**config.mk**
```make
export PLATFORM = sky130hd
export DESIGN_NAME = pool_engine_flat
export DESIGN_NICKNAME = d
export VERILOG_FILES = /design/src/rtl/nn_pkg.sv /design/src/rtl/pool_engine_if.sv /design/src/rtl/pool_max4.sv /design/src/rtl/pool_engine.sv /design/src/flat_wrapper.sv
export SDC_FILE = /design/constraint.sdc
export NUM_CORES = 1
export LEC_CHECK = 0
export ABC_AREA = 0
export CELL_PAD_IN_SITES_DETAIL_PLACEMENT = 1
export CELL_PAD_IN_SITES_GLOBAL_PLACEMENT = 2
export CORE_AREA = 2 2 142 130
export CTS_BUF_LIST = sky130_fd_sc_hd__clkbuf_8
export DETAILED_ROUTE_END_ITERATION = 6
export DIE_AREA = 0 0 144 132
export HOLD_SLACK_MARGIN = 0.1
export PLACE_DENSITY = 0.79
export SLEW_MARGIN = 20
export SYNTH_ARGS = -nofsm -noshare
export SYNTH_HDL_FRONTEND = slang
export SYNTH_SLANG_ARGS = --single-unit
```
**constraint.sdc**
```tcl
create_clock -name clk -period 6.1 [get_ports clk]
set_input_delay 1.22 -clock clk [delete_from_list [all_inputs] [get_ports clk]]
set_output_delay 1.22 -clock clk [all_outputs]
set_load 0.01 [all_outputs]
```
**src/rtl/nn_pkg.sv**
```systemverilog
// Shared CNN accelerator constants: word widths, top-level layer state codes, pool geometry.
// Latency: n/a (definitions only).
// Backpressure: n/a.
package nn_pkg;

    localparam int DATSIZE = 22;   // feature word width
    localparam int PARSIZE = 16;   // weight/parameter word width
    localparam int FPSHIFT = 14;   // fixed-point fraction bits

    // Top-level layer state encodings
    localparam logic [3:0] ST_READ  = 4'b0001;
    localparam logic [3:0] ST_CONV1 = 4'b0010;
    localparam logic [3:0] ST_POOL1 = 4'b0011;
    localparam logic [3:0] ST_CONV2 = 4'b0100;
    localparam logic [3:0] ST_POOL2 = 4'b0101;
    localparam logic [3:0] ST_CONV3 = 4'b0110;
    localparam logic [3:0] ST_POOL3 = 4'b0111;

    // Pooled output geometry per pool layer
    localparam int POOL1_H = 16, POOL1_W = 16, POOL1_C = 16;
    localparam int POOL2_H = 8,  POOL2_W = 8,  POOL2_C = 32;
    localparam int POOL3_H = 4,  POOL3_W = 4,  POOL3_C = 64;

    typedef enum logic [1:0] {
        P_IDLE  = 2'd0,
        P_RUN   = 2'd1,
        P_DRAIN = 2'd2,
        P_FIN   = 2'd3
    } pool_fsm_t;

    // Last index of each counter, so wrap tests are a plain equality
    typedef struct packed {
        logic [5:0] c_last;
        logic [5:0] y_last;
        logic [5:0] x_last;
    } pool_dims_t;

    function automatic logic is_pool_state(input logic [3:0] st);
        return (st == ST_POOL1) || (st == ST_POOL2) || (st == ST_POOL3);
    endfunction

    function automatic pool_dims_t pool_dims(input logic [3:0] st);
        pool_dims_t d;
        d = '0;
        case (st)
            ST_POOL1: begin
                d.c_last = 6'(POOL1_C - 1);
                d.y_last = 6'(POOL1_H - 1);
                d.x_last = 6'(POOL1_W - 1);
            end
            ST_POOL2: begin
                d.c_last = 6'(POOL2_C - 1);
                d.y_last = 6'(POOL2_H - 1);
                d.x_last = 6'(POOL2_W - 1);
            end
            ST_POOL3: begin
                d.c_last = 6'(POOL3_C - 1);
                d.y_last = 6'(POOL3_H - 1);
                d.x_last = 6'(POOL3_W - 1);
            end
            default: d = '0;
        endcase
        return d;
    endfunction

endpackage

```
**src/rtl/pool_engine_if.sv**
```systemverilog
// Bundle of controller handshake, pool-buffer read port and conv-buffer write port.
// Latency: n/a (wiring only); read data returns one cycle after the strobe.
// Backpressure: none; both buffers accept a strobe every cycle.
interface pool_engine_if #(
    parameter int DATSIZE = nn_pkg::DATSIZE
);
    logic [3:0]           state;
    logic                 start;
    logic                 busy;
    logic                 done;

    logic                 pool_read_en;
    logic [5:0]           pool_read_y;
    logic [5:0]           pool_read_x;
    logic [5:0]           pool_read_c;
    logic                 pool_read_updown;
    logic [2*DATSIZE-1:0] pool_read_data;

    logic                 conv_write_en;
    logic [5:0]           conv_write_y;
    logic [5:0]           conv_write_x;
    logic [5:0]           conv_write_c;
    logic [DATSIZE-1:0]   conv_write_data;

    // The pool engine side
    modport master (
        input  state, start, pool_read_data,
        output busy, done,
        output pool_read_en, pool_read_y, pool_read_x, pool_read_c, pool_read_updown,
        output conv_write_en, conv_write_y, conv_write_x, conv_write_c, conv_write_data
    );

    // Controller plus buffers side
    modport slave (
        output state, start, pool_read_data,
        input  busy, done,
        input  pool_read_en, pool_read_y, pool_read_x, pool_read_c, pool_read_updown,
        input  conv_write_en, conv_write_y, conv_write_x, conv_write_c, conv_write_data
    );

endinterface

```
**src/rtl/pool_max4.sv**
```systemverilog
// Two-stage signed max of a 2x2 window delivered as an up pair then a down pair; POOL_RELU_EN adds a zero clamp.
// Latency: up pair held on cap_up, result registered on cap_dn (out valid the cycle after cap_dn).
// Backpressure: none; accepts a new window every two cycles, kill zeroes the output register.
module pool_max4 #(
    parameter int DATSIZE = 22
) (
    input  logic                 clk,
    input  logic                 rst,
    input  logic                 kill,
    input  logic                 cap_up,
    input  logic                 cap_dn,
    input  logic [2*DATSIZE-1:0] din,
    output logic [DATSIZE-1:0]   max_q
);

    logic signed [DATSIZE-1:0] lo;
    logic signed [DATSIZE-1:0] hi;
    logic signed [DATSIZE-1:0] pair_max;
    logic signed [DATSIZE-1:0] hold;
    logic signed [DATSIZE-1:0] max3;
    logic signed [DATSIZE-1:0] result;

    assign lo       = din[DATSIZE-1:0];
    assign hi       = din[2*DATSIZE-1:DATSIZE];
    assign pair_max = (hi > lo) ? hi : lo;
    assign max3     = (hold > pair_max) ? hold : pair_max;

`ifdef POOL_RELU_EN
    // Fused ReLU: negative window maxima become zero
    assign result = max3[DATSIZE-1] ? '0 : max3;
`else
    assign result = max3;
`endif

    // Stage 1: keep the larger of the two up-row pixels
    always_ff @(posedge clk) begin
        if (rst) begin
            hold <= '0;
        end else if (cap_up) begin
            hold <= pair_max;
        end
    end

    // Stage 2: final max becomes the write data; zero outside write cycles
    always_ff @(posedge clk) begin
        if (rst || kill) begin
            max_q <= '0;
        end else if (cap_dn) begin
            max_q <= result;
        end else begin
            max_q <= '0;
        end
    end

endmodule

```
**src/rtl/pool_engine.sv**
```systemverilog
// 2x2 stride-2 max-pool sequencer: reads up/down row pairs, writes one pooled word per two cycles (POOL_RELU_EN selects fused ReLU).
// Latency: write 3 cycles after its up-row read; done 2*H*W*C+4 cycles after start is accepted.
// Backpressure: none; any change of the layer state while active aborts the pass without done.
module pool_engine
    import nn_pkg::*;
#(
    parameter int DATSIZE = nn_pkg::DATSIZE
) (
    input  logic          clk,
    input  logic          rst,
    pool_engine_if.master bus
);

    pool_fsm_t          fsm;
    logic [3:0]         run_state;
    pool_dims_t         dims;

    logic               rd_en;
    logic               rd_updown;
    logic [5:0]         rd_y;
    logic [5:0]         rd_x;
    logic [5:0]         rd_c;
    logic               busy_q;
    logic               done_q;

    logic               cap_up;
    logic               cap_dn;
    logic [5:0]         pend_y;
    logic [5:0]         pend_x;
    logic [5:0]         pend_c;
    logic               wr_en;
    logic [5:0]         wr_y;
    logic [5:0]         wr_x;
    logic [5:0]         wr_c;
    logic [DATSIZE-1:0] wr_data;

    logic               active;
    logic               abort;
    logic               last_pix;
    logic               pipe_empty;

    assign active     = (fsm == P_RUN) || (fsm == P_DRAIN);
    assign abort      = active && (bus.state != run_state);
    assign last_pix   = (rd_c == dims.c_last) && (rd_y == dims.y_last) && (rd_x == dims.x_last);
    assign pipe_empty = !cap_up && !cap_dn && !wr_en;

    // Sequencer: issues up/down reads, walks x then y then c, then drains and pulses done
    always_ff @(posedge clk) begin
        if (rst) begin
            fsm       <= P_IDLE;
            run_state <= '0;
            dims      <= '0;
            rd_en     <= 1'b0;
            rd_updown <= 1'b0;
            rd_y      <= '0;
            rd_x      <= '0;
            rd_c      <= '0;
            busy_q    <= 1'b0;
            done_q    <= 1'b0;
        end else begin
            done_q <= 1'b0;
            case (fsm)
                P_IDLE: begin
                    if (bus.start && is_pool_state(bus.state)) begin
                        fsm       <= P_RUN;
                        run_state <= bus.state;
                        dims      <= pool_dims(bus.state);
                        busy_q    <= 1'b1;
                        rd_en     <= 1'b1;
                        rd_updown <= 1'b0;
                        rd_y      <= '0;
                        rd_x      <= '0;
                        rd_c      <= '0;
                    end
                end
                P_RUN: begin
                    if (abort) begin
                        fsm       <= P_IDLE;
                        busy_q    <= 1'b0;
                        rd_en     <= 1'b0;
                        rd_updown <= 1'b0;
                        rd_y      <= '0;
                        rd_x      <= '0;
                        rd_c      <= '0;
                    end else if (!rd_updown) begin
                        rd_updown <= 1'b1;
                    end else begin
                        rd_updown <= 1'b0;
                        if (last_pix) begin
                            fsm   <= P_DRAIN;
                            rd_en <= 1'b0;
                            rd_y  <= '0;
                            rd_x  <= '0;
                            rd_c  <= '0;
                        end else if (rd_x != dims.x_last) begin
                            rd_x <= rd_x + 6'd1;
                        end else begin
                            rd_x <= '0;
                            if (rd_y != dims.y_last) begin
                                rd_y <= rd_y + 6'd1;
                            end else begin
                                rd_y <= '0;
                                rd_c <= rd_c + 6'd1;
                            end
                        end
                    end
                end
                P_DRAIN: begin
                    // Leave only once the final write has gone out
                    if (abort) begin
                        fsm    <= P_IDLE;
                        busy_q <= 1'b0;
                    end else if (pipe_empty) begin
                        fsm    <= P_FIN;
                        done_q <= 1'b1;
                    end
                end
                P_FIN: begin
                    fsm    <= P_IDLE;
                    busy_q <= 1'b0;
                end
                default: fsm <= P_IDLE;
            endcase
        end
    end

    // Write-side pipeline: track which read returns data and carry coordinates to the write
    always_ff @(posedge clk) begin
        if (rst || abort) begin
            cap_up <= 1'b0;
            cap_dn <= 1'b0;
            pend_y <= '0;
            pend_x <= '0;
            pend_c <= '0;
            wr_en  <= 1'b0;
            wr_y   <= '0;
            wr_x   <= '0;
            wr_c   <= '0;
        end else begin
            cap_up <= rd_en && !rd_updown;
            cap_dn <= rd_en && rd_updown;
            if (rd_en && rd_updown) begin
                pend_y <= rd_y;
                pend_x <= rd_x;
                pend_c <= rd_c;
            end
            wr_en <= cap_dn;
            wr_y  <= cap_dn ? pend_y : '0;
            wr_x  <= cap_dn ? pend_x : '0;
            wr_c  <= cap_dn ? pend_c : '0;
        end
    end

    pool_max4 #(
        .DATSIZE (DATSIZE)
    ) u_max4 (
        .clk    (clk),
        .rst    (rst),
        .kill   (abort),
        .cap_up (cap_up),
        .cap_dn (cap_dn),
        .din    (bus.pool_read_data),
        .max_q  (wr_data)
    );

    assign bus.busy             = busy_q;
    assign bus.done             = done_q;
    assign bus.pool_read_en     = rd_en;
    assign bus.pool_read_updown = rd_updown;
    assign bus.pool_read_y      = rd_y;
    assign bus.pool_read_x      = rd_x;
    assign bus.pool_read_c      = rd_c;
    assign bus.conv_write_en    = wr_en;
    assign bus.conv_write_y     = wr_y;
    assign bus.conv_write_x     = wr_x;
    assign bus.conv_write_c     = wr_c;
    assign bus.conv_write_data  = wr_data;

endmodule
```
**src/flat_wrapper.sv**
```systemverilog
// flat-port wrapper written by rule: the top's interface ports become plain ports
module pool_engine_flat import nn_pkg::*;
#(
    parameter int DATSIZE = nn_pkg::DATSIZE
)
  (clk, rst, bus_state, bus_start, bus_pool_read_data, bus_busy, bus_done, bus_pool_read_en, bus_pool_read_y, bus_pool_read_x, bus_pool_read_c, bus_pool_read_updown, bus_conv_write_en, bus_conv_write_y, bus_conv_write_x, bus_conv_write_c, bus_conv_write_data);
  pool_engine_if #(.DATSIZE(DATSIZE)) bus_i ();
  input  logic clk;
  input  logic rst;
  input wire logic [$bits(bus_i.state)-1:0] bus_state;
  input wire logic [$bits(bus_i.start)-1:0] bus_start;
  input wire logic [$bits(bus_i.pool_read_data)-1:0] bus_pool_read_data;
  output wire logic [$bits(bus_i.busy)-1:0] bus_busy;
  output wire logic [$bits(bus_i.done)-1:0] bus_done;
  output wire logic [$bits(bus_i.pool_read_en)-1:0] bus_pool_read_en;
  output wire logic [$bits(bus_i.pool_read_y)-1:0] bus_pool_read_y;
  output wire logic [$bits(bus_i.pool_read_x)-1:0] bus_pool_read_x;
  output wire logic [$bits(bus_i.pool_read_c)-1:0] bus_pool_read_c;
  output wire logic [$bits(bus_i.pool_read_updown)-1:0] bus_pool_read_updown;
  output wire logic [$bits(bus_i.conv_write_en)-1:0] bus_conv_write_en;
  output wire logic [$bits(bus_i.conv_write_y)-1:0] bus_conv_write_y;
  output wire logic [$bits(bus_i.conv_write_x)-1:0] bus_conv_write_x;
  output wire logic [$bits(bus_i.conv_write_c)-1:0] bus_conv_write_c;
  output wire logic [$bits(bus_i.conv_write_data)-1:0] bus_conv_write_data;
  assign bus_i.state = bus_state;
  assign bus_i.start = bus_start;
  assign bus_i.pool_read_data = bus_pool_read_data;
  assign bus_busy = bus_i.busy;
  assign bus_done = bus_i.done;
  assign bus_pool_read_en = bus_i.pool_read_en;
  assign bus_pool_read_y = bus_i.pool_read_y;
  assign bus_pool_read_x = bus_i.pool_read_x;
  assign bus_pool_read_c = bus_i.pool_read_c;
  assign bus_pool_read_updown = bus_i.pool_read_updown;
  assign bus_conv_write_en = bus_i.conv_write_en;
  assign bus_conv_write_y = bus_i.conv_write_y;
  assign bus_conv_write_x = bus_i.conv_write_x;
  assign bus_conv_write_c = bus_i.conv_write_c;
  assign bus_conv_write_data = bus_i.conv_write_data;
  pool_engine #(.DATSIZE(DATSIZE)) u_core (.clk(clk), .rst(rst), .bus(bus_i));
endmodule
```
# After elaboration in Yosys (flattened, before gate mapping)

Index checks and enable logic that the tools add are counted.

Add/sub/neg operators: 3
Order comparisons: 2
Equality and inequality tests: 19
Multiplexer cells: 40
Bitwise operators: 2
Reduce and logical (&&, ||, !) cells: 29

Operator list:

| kind                                                                     | count |
|---|---|
| 6-bit 2-to-1 mux                                                         | 15 |
| 18-bit one-hot mux with 3 select lines                                   | 1 |
| 22-bit greater-than comparator                                           | 2 |
| 22-bit 2-to-1 mux                                                        | 2 |
| 6-bit one-hot mux with 2 select lines                                    | 3 |
| 6-bit by 1-bit adder with 6-bit output (second input constant)           | 3 |
| 6-bit equality test                                                      | 3 |
| 2-bit 2-to-1 mux                                                         | 6 |
| 6-bit inequality test                                                    | 2 |
| 4-bit AND reduction                                                      | 3 |
| 1-bit 2-to-1 mux                                                         | 9 |
| 3-bit by 1-bit inequality test with 1-bit output (second input constant) | 3 |
| 4-bit by 3-bit equality test with 1-bit output (second input constant)   | 2 |
| 1-bit logical AND                                                        | 8 |
| 4-bit by 2-bit inequality test with 1-bit output (second input constant) | 2 |
| 2-bit one-hot mux with 4 select lines                                    | 1 |
| 2-bit AND reduction                                                      | 3 |
| 5-bit AND reduction                                                      | 1 |
| 2-bit equality test (second input constant)                              | 2 |
| 4-bit by 2-bit equality test with 1-bit output (second input constant)   | 1 |
| 1-bit logical NOT                                                        | 4 |
| 1-bit logical OR                                                         | 4 |
| 2-bit by 1-bit inequality test with 1-bit output (second input constant) | 2 |
| 4-bit inequality test                                                    | 1 |
| other kinds (9)                                                          | 12 |

Flip-flop bits (word level): 129
Input bits: 51
Output and inout bits: 63
Logic and storage cells: 118

# Depth between registers and ports, before layout

Word-level depth: 7
Depth in mapped cells: 19
Gate-level depth less buffers: 17

# Modules after synthesis

Synthesis repeated with hierarchy kept, for this count alone.

Cells, all modules: 642
Area total of the unflattened synthesis: 5906.9 um2

By module, submodules not included:

| module      | times used | cells each | area each (um2) | sequential area each (um2) |
|---|---|---|---|---|
| pool_max4   | 1          | 315        | 2961.6          | 880.8 |
| pool_engine | 1          | 327        | 2945.3          | 1441.4 |

# Worst setup path before layout

OpenSTA, ideal clock, no wires.

Kind: input to register
From: in bus_pool_read_data[17]
To: reg u_core.u_max4.max_q[13]
Data arrival time: 5109 ps
Required time: 6030 ps
Setup slack: 921 ps
Stages: 18
Path buffers: 2
Cell sequence: inv_1 > ha_1 > a21oi_1 > o21bai_1 > a2111o_1 > or4_4 > a22oi_4 > buf_6 > mux2i_1 > ha_1 > a21oi_1 > o21ai_0 > a221oi_1 > o211ai_1 > mux2i_1 > clkbuf_1 > o21ai_0 > a21oi_1

Longest elaborated chain between the ends: 4

Ends and longest elaborated chain:

| element                        | line               | RTL |
|---|---|---|
| from (decl)                    | flat_wrapper.sv:12 | `input wire logic [$bits(bus_i.pool_read_data)-1:0] bus_pool_read_data;` |
| 22-bit greater-than comparator | pool_max4.sv:25    | `assign pair_max = (hi > lo) ? hi : lo;` |
| 22-bit 2-to-1 mux (*)          | pool_max4.sv:25    |  |
| 22-bit greater-than comparator | pool_max4.sv:26    | `assign max3 = (hold > pair_max) ? hold : pair_max;` |
| 22-bit 2-to-1 mux (*)          | pool_max4.sv:26    |  |
| to (signal assigned)           | pool_max4.sv:49    | `max_q <= result;` |
| to (decl)                      | pool_max4.sv:13    | `output logic [DATSIZE-1:0] max_q` |

Mark *: on every way between the ends. The rest lies on a longest branch, timed or not.
A chain may end at the register's enable or synchronous reset.

# Worst setup path in the final report

From: in bus_pool_read_data[20]
To: reg u_core.u_max4.max_q[3]

The elaborated chain is that of the path after synthesis.

==> impl_results.md <==
* Clock tree buffer depth at 2
* Worst EP required at ~6.4 ns
* Worst min-delay path category: register to register
* Critical path buffers and inverters at 4
* Post-route ant nets at 0
* Synthesized area at 0.00555 sq mm
* Layout net count at 845
* Final Setup Violations at 0
* RSZ-0062 raised after global routing: false
* Worst Max-Slew Pin Slew at 0.901 ns
* Clock Sinks at 116
* Clock power frac at 36.5%
* Largest net degree at the start of global routing at between 50 and 60
* DR iter-0 viols at 157
* Met1 Usage GRT at 23.3%
* Critical path arrival at 5.99 ns
* Number of synthesized flops with an enable pin at 0
* Grt total ovfl at 0
* Antenna Cells at 0
* Port bufs at 113
* Clock Pin Slew Worst Setup and Hold Paths at 0.07 ns
* Biggest regs: u_core.u_max4.hold: 22 flops, u_core.u_max4.max_q: 22 flops
* Met3 Usage GRT at between 4 and 5%
* Via density at 4.90
* Delay-heaviest family, CP: compound AO/OA/AOI/OAI gates
* Library cells used by synthesis at 48
* Pre-antenna DRT Iters at 4
* Sequential Power Share at between 40% and 50%
* Switch share at 30.1%
* Skew final at 0.0123 ns
* Final Hold Viols at 0
* WS Path Type: input pin to register
* Initial Utilization at 31.8%
* Post-Syn Instances at 632
* MaxCap Viol Count at 0
* Period utilization at 93.2%
* Peak Freq at about 0.18 GHz
* Met2 Track Usage GR at about 29%
* Vias in the first global route at 5175
* Fin util at 42.2%
* Clock Root Buffer: clkbuf_8
* Largest stage delay, worst path at 0.53 ns
* CP Launch Type: input pin
* Crit. End Element: register
* Die Y-Extent at 132 um
* Vias post-DR at between 4000 and 5000
* # hold bufs at CTS at 0
* Seq/Total Area, Yosys at 41.9%
* Sw power at roughly 0.00059 W
* Clk_lat worst skew at approximately 0.44 ns
* # fillers at 2059
* CTS tree: done
* Synth warnings at 0
* Register bit total from synthesis at 116
* Drt drc at 0
* Cts bufs inserted at 17
* CP max-delay cell: or4_4
* Per-cell routed wire length at 16.1 um
* Gr usage total at 17.8%
* Critical Path, Cell by Cell: clkdlybuf4s50_1, inv_1, ha_1, nand4_1, nor3_1, a2111o_1, or4_4, a22oi_4, buf_12, mux2i_1, ha_1, a21oi_1, o21ai_0, a221oi_1, o211ai_1, mux2i_4, buf_4, o21ai_0, a21oi_1
* Tmin final at 5.68 ns
* H-tree level count at 4
* Leakage power at 2.96 nW
* Rel. slew slack at 39.1%
* Status: finished clean
* Core footprint at roughly 0.017 sq mm
* Half-perimeter wire length after placement at 12000 um
* Critical path fanouts, max at 22
* Num ports at 114
* Initial antenna violation count at 0
* Die ar. at 0.0190 sq mm
* Final wirelength at ~16000 um
* PD cells at around 270 mW/mm^2
* Fin. max-slew vios at 0
* Top FF cell, synth: dfxtp_1
* Number of buffers added for setup after CTS at 0
* Share of layout cells above drive strength 1 at 6.08%
* Async set-reset flop share out of synthesis at 0%
* GR peak layer: met2
* First-pass GRT wire length at 26800 um
* Internal cell power at 0.00137 W
* GPL Wtd Cong at 0.829
* # rows at between 40 and 50
* Combinational power share at 22.0%
* Area of the multi-input gates at 0.00298 sq mm
* Post-Syn Nets at 733
* Post-CTS Resized at 0
* Die Wd at 144 um
* IR drop worst, VDD at 0.132 mV
* Tot Pwr at about 0.0020 W
* Register area at 0.00232 sq mm
* Area Growth Syn to Fin at 32.7%
* Mean post-synth cell area at 8.77 sq um
## cell families (layout without fill, tap and decap cells)
logic type                 after synthesis  after routing  synth area share (%)
AOI/OAI and AO/OA                      147            147                  16.1
xor gates and xnor gates                24             24                  3.79
buffers and inverters                   64            189                  4.60
adders and majority gates               50             50                  11.3
DFF                                    116            116                  41.9
and+or+nand+nor                        205            205                  17.7
muxes                                   26             26                  4.69
## final cells by class
type	instances	area share [%]
repair buffers	124	16.8
inverters	33	1.68
well taps	240	4.08
multi-input cells	452	40.5
clock inverters	14	1.99
flip-flops and latches	116	31.6
clock buffers	18	3.37
## per-stage QoR
step                      setup TNS (ns)  cell area (sq um)  std cells  hold WS, ns  setup WS [ns]
final                                  0               7360        997        0.450          0.418
after global routing                   0               7360        997        0.476         0.0898
after detailed placement          -0.426               6960        965        0.444        -0.0568
after CTS                              0               7360        997        0.454          0.407
after global placement                 0               6960        965        0.441          0.111
after floorplan                        0               5550        632        0.430          0.921
## path summary, 6_finish.rpt
path              cells past startpoint  slack (ns)                      start                      to
hold / removal                        2        0.45           u_core.pend_y[1]        u_core.pend_y[1]
setup / recovery                     19        0.42     bus_pool_read_data[20]  u_core.u_max4.max_q[3]
hold reg to reg                       2        0.45           u_core.pend_y[1]        u_core.pend_y[1]
setup reg to reg                      7        3.42  u_core.bus.pool_read_x[0]           u_core.fsm[1]
## cell usage in the layout, fill, tap and decap left out, drive strengths merged, types with 4 or more instances in the layout
cell	instances
xor2	19
inv	37
o21ai	29
nand4	13
nand3	12
nand2	69
nor3	16
a211oi	25
clkdlybuf4s50	112
mux2i	26
buf	12
and4	6
nand2b	4
clkinv	6
dfxtp	116
and2	20
xnor2	5
ha	50
clkbuf	18
a21oi	68
nor2	49
## cell usage after synthesis (all sizes together), types with 2 or more instances
cell type,number,area share (%)
a211oi,25,3.4
a21boi,2,0.27
a21oi,68,6.1
a221oi,2,0.32
a22oi,2,0.52
a311oi,2,0.32
a31oi,2,0.23
and2,20,2.3
and3,3,0.34
and4,6,0.95
buf,3,0.47
clkbuf,28,1.9
dfxtp,116,42
ha,50,11
inv,33,2.2
mux2i,26,4.7
nand2,69,4.7
nand2b,4,0.45
nand3,12,1.1
nand4,13,1.5
nor2,49,3.3
nor2b,2,0.23
nor3,16,1.4
nor3b,2,0.27
nor4,3,0.34
o21ai,29,2.6
o31a,2,0.32
o31ai,3,0.41
or4,2,0.34
xnor2,5,0.79
xor2,19,3.0
## tightest hold or removal path, stage by stage (launching register included)
cell and delay (ns):
dfxtp_1 0.31, nand2_1 0.05, a21oi_1 0.05
## power groups by stage
stage	Sequential [W]	Clock [W]	Combinational, W
after global routing	0.000816	0.000772	0.000484
after detailed placement	0.000829	0	0.000430
after global placement	0.000827	0	0.000415
after CTS	0.000813	0.000736	0.000433
after floorplan	0.000823	0	0.000272
final	0.000812	0.000713	0.000430
## routing by layer
metal | up-vias | wire length (um)
met5 | - | 0
met3 | 21 | 551
met2 | 66 | 7630
li1 | 2446 | -
met4 | 0 | 271
met1 | 2348 | 7570
Power figures use the tool's default switching activity.
